## src/rtl/_regfile.sv

```systemverilog
// rtl/_regfile.sv - n x w register file, two bypassed read ports, busy scoreboard
// Read ports select through _mux; a same-cycle writeback bypasses both data and busy.

module _mux #(
  parameter int n = 8,
  parameter int w = 16
) (
  input  logic [$clog2(n)-1:0] sel_i,
  input  logic [n-1:0][w-1:0]  data_i,
  output logic [w-1:0]         data_o
);
  assign data_o = data_i[sel_i];
endmodule

module _regfile #(
  parameter int n = 8,
  parameter int w = 16
) (
  input  logic                 clk,
  input  logic                 rst,
  input  logic [$clog2(n)-1:0] raddr_a,
  input  logic [$clog2(n)-1:0] raddr_b,
  output logic [w-1:0]         rdata_a,
  output logic [w-1:0]         rdata_b,
  output logic                 busy_a,
  output logic                 busy_b,
  input  logic                 we,
  input  logic [$clog2(n)-1:0] waddr,
  input  logic [w-1:0]         wdata,
  input  logic                 issue_en,
  input  logic [$clog2(n)-1:0] issue_dst,
  output logic                 issue_stall
);
  localparam int s = $clog2(n);

  logic [n-1:0][w-1:0] regs_q, regs_d;
  logic [n-1:0]        busy_q, busy_d;
  logic [w-1:0]        base_a, base_b;
  logic                hit_a, hit_b, hit_dst;

  _mux #(.n(n), .w(w)) u_mux_a (.sel_i(raddr_a), .data_i(regs_q), .data_o(base_a));
  _mux #(.n(n), .w(w)) u_mux_b (.sel_i(raddr_b), .data_i(regs_q), .data_o(base_b));

  assign hit_a   = we && (waddr == raddr_a);
  assign hit_b   = we && (waddr == raddr_b);
  assign hit_dst = we && (waddr == issue_dst);

  assign rdata_a     = hit_a ? wdata : base_a;
  assign rdata_b     = hit_b ? wdata : base_b;
  assign busy_a      = busy_q[raddr_a] & ~hit_a;
  assign busy_b      = busy_q[raddr_b] & ~hit_b;
  assign issue_stall = issue_en & busy_q[issue_dst] & ~hit_dst;

  always_comb begin
    regs_d = regs_q;
    busy_d = busy_q;
    if (we) begin
      regs_d[waddr] = wdata;
      busy_d[waddr] = 1'b0;
    end
    // Set is applied after clear so a new producer on the written register keeps it busy.
    if (issue_en && !issue_stall) begin
      busy_d[issue_dst] = 1'b1;
    end
  end

  always_ff @(posedge clk) begin
    if (rst) begin
      regs_q <= '0;
      busy_q <= '0;
    end else begin
      regs_q <= regs_d;
      busy_q <= busy_d;
    end
  end

  logic [s-1:0] unused_s;
  assign unused_s = '0;
endmodule

```

## config.mk

```make
export PLATFORM = sky130hd
export DESIGN_NAME = _regfile
export DESIGN_NICKNAME = d
export VERILOG_FILES = /design/src/rtl/_regfile.sv
export SDC_FILE = /design/constraint.sdc
export NUM_CORES = 1
export LEC_CHECK = 0
export ABC_AREA = 1
export CORE_MARGIN = 1.5
export CORE_UTILIZATION = 50
export CTS_BUF_LIST = sky130_fd_sc_hd__clkbuf_8
export DETAILED_ROUTE_END_ITERATION = 7
export GPL_TIMING_DRIVEN = 0
export PLACE_DENSITY = 0.68
export REMOVE_ABC_BUFFERS = 1
export SLEW_MARGIN = 10
export SYNTH_ARGS = -nofsm -noshare
export SYNTH_HDL_FRONTEND = slang
export SYNTH_HIERARCHICAL = 1
export SYNTH_SLANG_ARGS = --single-unit
```

## constraint.sdc

```tcl
create_clock -name clk -period 1.43 [get_ports clk]
set_input_delay 0.143 -clock clk [delete_from_list [all_inputs] [get_ports clk]]
set_output_delay 0.143 -clock clk [all_outputs]
set_load 0.005 [all_outputs]
```

Yosys cells after proc, flatten, opt, wreduce, memory -nomap -nowiden
Cells that the tools add are included.

storage, ports and cells
  register bits = 136
  input port bits = 32
  logic and storage cells = 56

cells by class
  magnitude comparators = 6
  equality and inequality tests = 3
  muxes and demuxes = 21
  bitwise operators = 10
  reductions and logical operators = 7

operator list
  operator                                                                              number
  128-bit bitwise mux                                                                   1
  16-bit binary-select mux with 3-bit select                                            2
  16-bit two-way mux                                                                    5
  16-bit demux with 3-bit select                                                        1
  3-bit by 4-bit < comparator with 1-bit output (second input constant)                 4
  8-bit two-way mux                                                                     2
  1-bit binary-select mux with 3-bit select                                             3
  3-bit == test                                                                         3
  8-bit bitwise AND                                                                     1
  8-bit inverter                                                                        1
  8-bit OR                                                                              1
  1-bit demux with 3-bit select                                                         2
  3-bit by 1-bit greater-or-equal comparator with 1-bit output (second input constant)  2
  1-bit logical AND                                                                     6
  1-bit two-way mux                                                                     5
  1-bit bitwise AND                                                                     4
  1-bit inverter                                                                        3
  1-bit logical NOT                                                                     1

Longest topological paths before layout
  depth after elaboration = 9
  depth in mapped cells = 10
  gate-level depth less buffers = 9

By module
The synthesis kept the hierarchy.

by module, submodules not included
  module    instances  cells each  area each (um2)
  _regfile  1          654         6,072.1
  _mux      2          426         1,761.7

Worst setup path before layout
OpenSTA, ideal clock, no wires.

  kind = input -> register
  start = input rst
  end = register regs_q[36] (netlist bit)
  data arrival time = 977 ps
  data required time = 1,283 ps
  slack = 306 ps
  stages on the path = 4
  buffers on the path = 3
  cells stage by stage = buf_2 -> buf_4 -> buf_1 -> a211oi_2

RTL lines
  what                  RTL line  source
  from (decl)           20        input logic rst,
  to (signal assigned)  72        regs_q <= regs_d;
  to (decl)             36        logic [n-1:0][w-1:0] regs_q, regs_d;

No word-level cell between the ends.

Worst setup path in the final report
  start = register regs_q[85] (netlist bit)
  end = output rdata_a[5]

on the way
  cells in the longest elaborated chain, start to end = 3

RTL lines
  what                                        RTL line  source
  16-bit binary-select mux with 3-bit select  12        assign data_o = data_i[sel_i];
  16-bit two-way mux (implied by the code)    12
  named net base_a[5]                         38        logic [w-1:0] base_a, base_b;
  16-bit two-way mux                          48        assign rdata_a = hit_a ? wdata : base_a;
  to (decl)                                   23        output logic [w-1:0] rdata_a,

The timed path passes the listed nets, and every way through them passes these cells. The select of a mux whose other input is x is not followed.

==> metrics.md <==
| Metric | Value |
|---|---|
| Post-route minimum period | 1.73 ns |
| Syn Area/Cell | 6.37 µm² |
| YS warnings | 6 |
| Sequential area share after synthesis | 28.4% |
| Fraction of layout instances using a drive strength above 1 | 31.5% |
| Worst EP required | 1.29 ns |
| Critical path class | register to output pin |
| Worst setup EP type | output pin |
| Post-DP Area | 0.00988 mm² |
| Netlist cell types | 29 |
| Number of cell rows | 50 |
| VDD IR-drop max | 0.618 mV |
| Status | finished, violations left |
| Overall power | 0.00954 W |
| I/O Buffers | 66 |
| Critical path's most frequent cell | nand2_1 |
| Finished Cell Area | 0.0113 mm² |
| Crit path largest cell delay | 0.36 ns |
| Most used flip-flop cell after synthesis | dfxtp_1 |
| Final hold slack | 0.0686 ns |
| Static leakage | 4.90 nW |
| Slowest CP cell | dfxtp_2 |
| Starting Density | 51.1% |
| Avg WL per Cell | 18.6 µm |
| Slew HR | 38.5% |
| Ys async rst share | 0% |
| Clk root buf | clkbuf_8 |
| Remaining global-route overflow | 0 |
| I/O Pins | 67 |
| Routed wire length | 33.5 mm |
| Antenna diodes | 0 |
| Via density | 5.54 |
| Worst clock skew | 0.00836 ns |
| Routed Antenna Nets | 0 |
| Die area | 0.0200 mm² |
| Arr. time, crit path | 1.58 ns |
| Num CTS Buffers | 17 |
| Final setup viols | 36 |
| Worst skew pair latency | 0.47 ns |
| NumNets Final | 1587 |
| Worst slack, placed | -2.42 ns |
| Achievable Freq | 579 MHz |
| Worst min path class | input port to register |
| DIE WIDTH | 142 µm |
| DRC viols | 0 |
| Worst-path clk slew | 0.08 ns |
| EDFF count, synth | 0 |
| Setup WS post-layout | -0.297 ns |
| Vias in the first global route | 8603 |
| Crit-path cells | inv_2 > nand2_1 > nand3_1 > nand2_1 > nand2_1 > nand2_1 > nand2_1 > o21ai_2 > buf_2 |
| Slew Limit Fails | 0 |
| Critical-path maximum fanout | 3 |
| Failing checks | setup timing |
| Via Count | 9983 |
| First-pass GRT wire length | 46.5 mm |
| Commonest non-fill, non-tap cell in the layout | nand2_1 |
| Pin count of the biggest net entering global routing | 80 |
| Detailed placement HPWL | 13.7 mm |
| Synth area leaders | dfxtp_1, nand2_1, a211oi_2, inv_1, nand3_1 |
| FILL cells | 1762 |
| Max-cap violations | 0 |
| Synth area leader | dfxtp_1 |
| Final hold viol count | 0 |
| Final GP Congestion | 0.846 |
| Post-Syn Instances | 1506 |
| Worst slew pin tran | 0.921 ns |
| Initial antenna violation count | 0 |
| Register bit total from synthesis | 136 |
| Mapped Area | 0.00960 mm² |
| CTS sink cnt | 136 |
| RSZ-0062 raised after global routing | true |
| Die Y | 142 µm |
| DR pass1 iterations | 8 |
| Commonest cells after routing, fill and taps aside | nand2_1, inv_1, nor2_1 |
| Area Overhead vs Synth | 17.9% |
| Yosys top cell area share | 28.4% |
| Cell Pwr Density | 843 mW/mm² |
| Sum Neg Setup Slack | -5.84 ns |
| H-tree depth | 4 |
| Core ar. | 0.0188 mm² |
| Tot GR Track Use | 30.3% |
| Final Cycle Share | 121% |
| Startpoint Class | register |
| TritonCTS clock tree | yes |
| CTS Buffer Depth | 2 |
| 1st-iter DRT viols | 1116 |
## cells in the mapped netlist (16+ instances only)
library cell,instances
buf_2,28
inv_1,273
o21ai_0,30
nor2_1,147
clkinv_1,16
dfxtp_1,136
buf_6,37
a211oi_1,42
a21oi_1,16
nand3_1,139
buf_4,17
a211oi_2,88
nand2_1,465
## stage by stage
stage          util, %  std cells
2_1_floorplan        -       1411
3_5_place_dp      52.6       1714
5_1_grt           60.3       1801
3_3_place_gp      52.3       1711
6_report          60.3       1801
4_1_cts           58.4       1784
## critical path: cells and delay by family, from the launching register on
kind | cells | cell delay (ns)
simple gates | 6 | 0.51
compound gates | 1 | 0.07
buf+inv | 2 | 0.18
flops | 1 | 0.36
## cell families after synthesis
kind of cell           after synthesis  share of synthesized area [%]
XOR/XNOR                             1                         0.0913
flip-flops                         136                           28.4
AO/OA/AOI/OAI                      198                           18.9
AND/OR/NAND/NOR                    777                           33.3
buffers and inverters              394                           19.3
## worst paths after layout
path	end	cells after the start	slack, ns	from
max reg2reg	busy_q[7]$_SDFF_PP0_	10	0.18	busy_q[4]$_SDFF_PP0_
max	rdata_a[5]	9	-0.30	regs_q[85]$_SDFFE_PP0P_
min reg2reg	busy_q[4]$_SDFF_PP0_	2	0.49	busy_q[4]$_SDFF_PP0_
min	busy_q[3]$_SDFF_PP0_	2	0.07	rst
## state kept, by name (all words and copies together) (netlist names)
register	count
busy_q	8
regs_q	128
## routing by layer
metal	up-vias	GRT usage (%)	wire, µm
met4	0	12.1	1290
met5	-	0	0
met2	638	48.9	14900
li1	4769	-	-
met1	4464	39.5	13600
met3	112	6.38	3700
## layout make-up
class | instances | area (µm²) | share of cell area, %
multi-input cells | 986 | 5450 | 48.2
flip-flops and latches | 136 | 2880 | 25.5
inverters | 299 | 1160 | 10.3
repair buffers | 115 | 1150 | 10.2
well taps | 234 | 293 | 2.59
clock buffers | 19 | 262 | 2.31
clock inverters | 12 | 111 | 0.984
## report_power, final
group          total [W]  internal, W  switching [W]
sequential       0.00405      0.00394       0.000104
combinational    0.00232     0.000835        0.00148
clock            0.00318      0.00159        0.00158
## timing repair
| action | 4_1_cts | 5_1_grt |
|---|---|---|
| pin swaps | 82 | 98 |
| resized for setup | 374 | 102 |
| gates cloned | 7 | 7 |
| endpoints found under the setup margin | 163 | 104 |
| hold endpoints to repair | 0 | 0 |
| hold buffers | 0 | 0 |
| buffers inserted | 32 | 10 |
(Power assumes the default switching activity.)
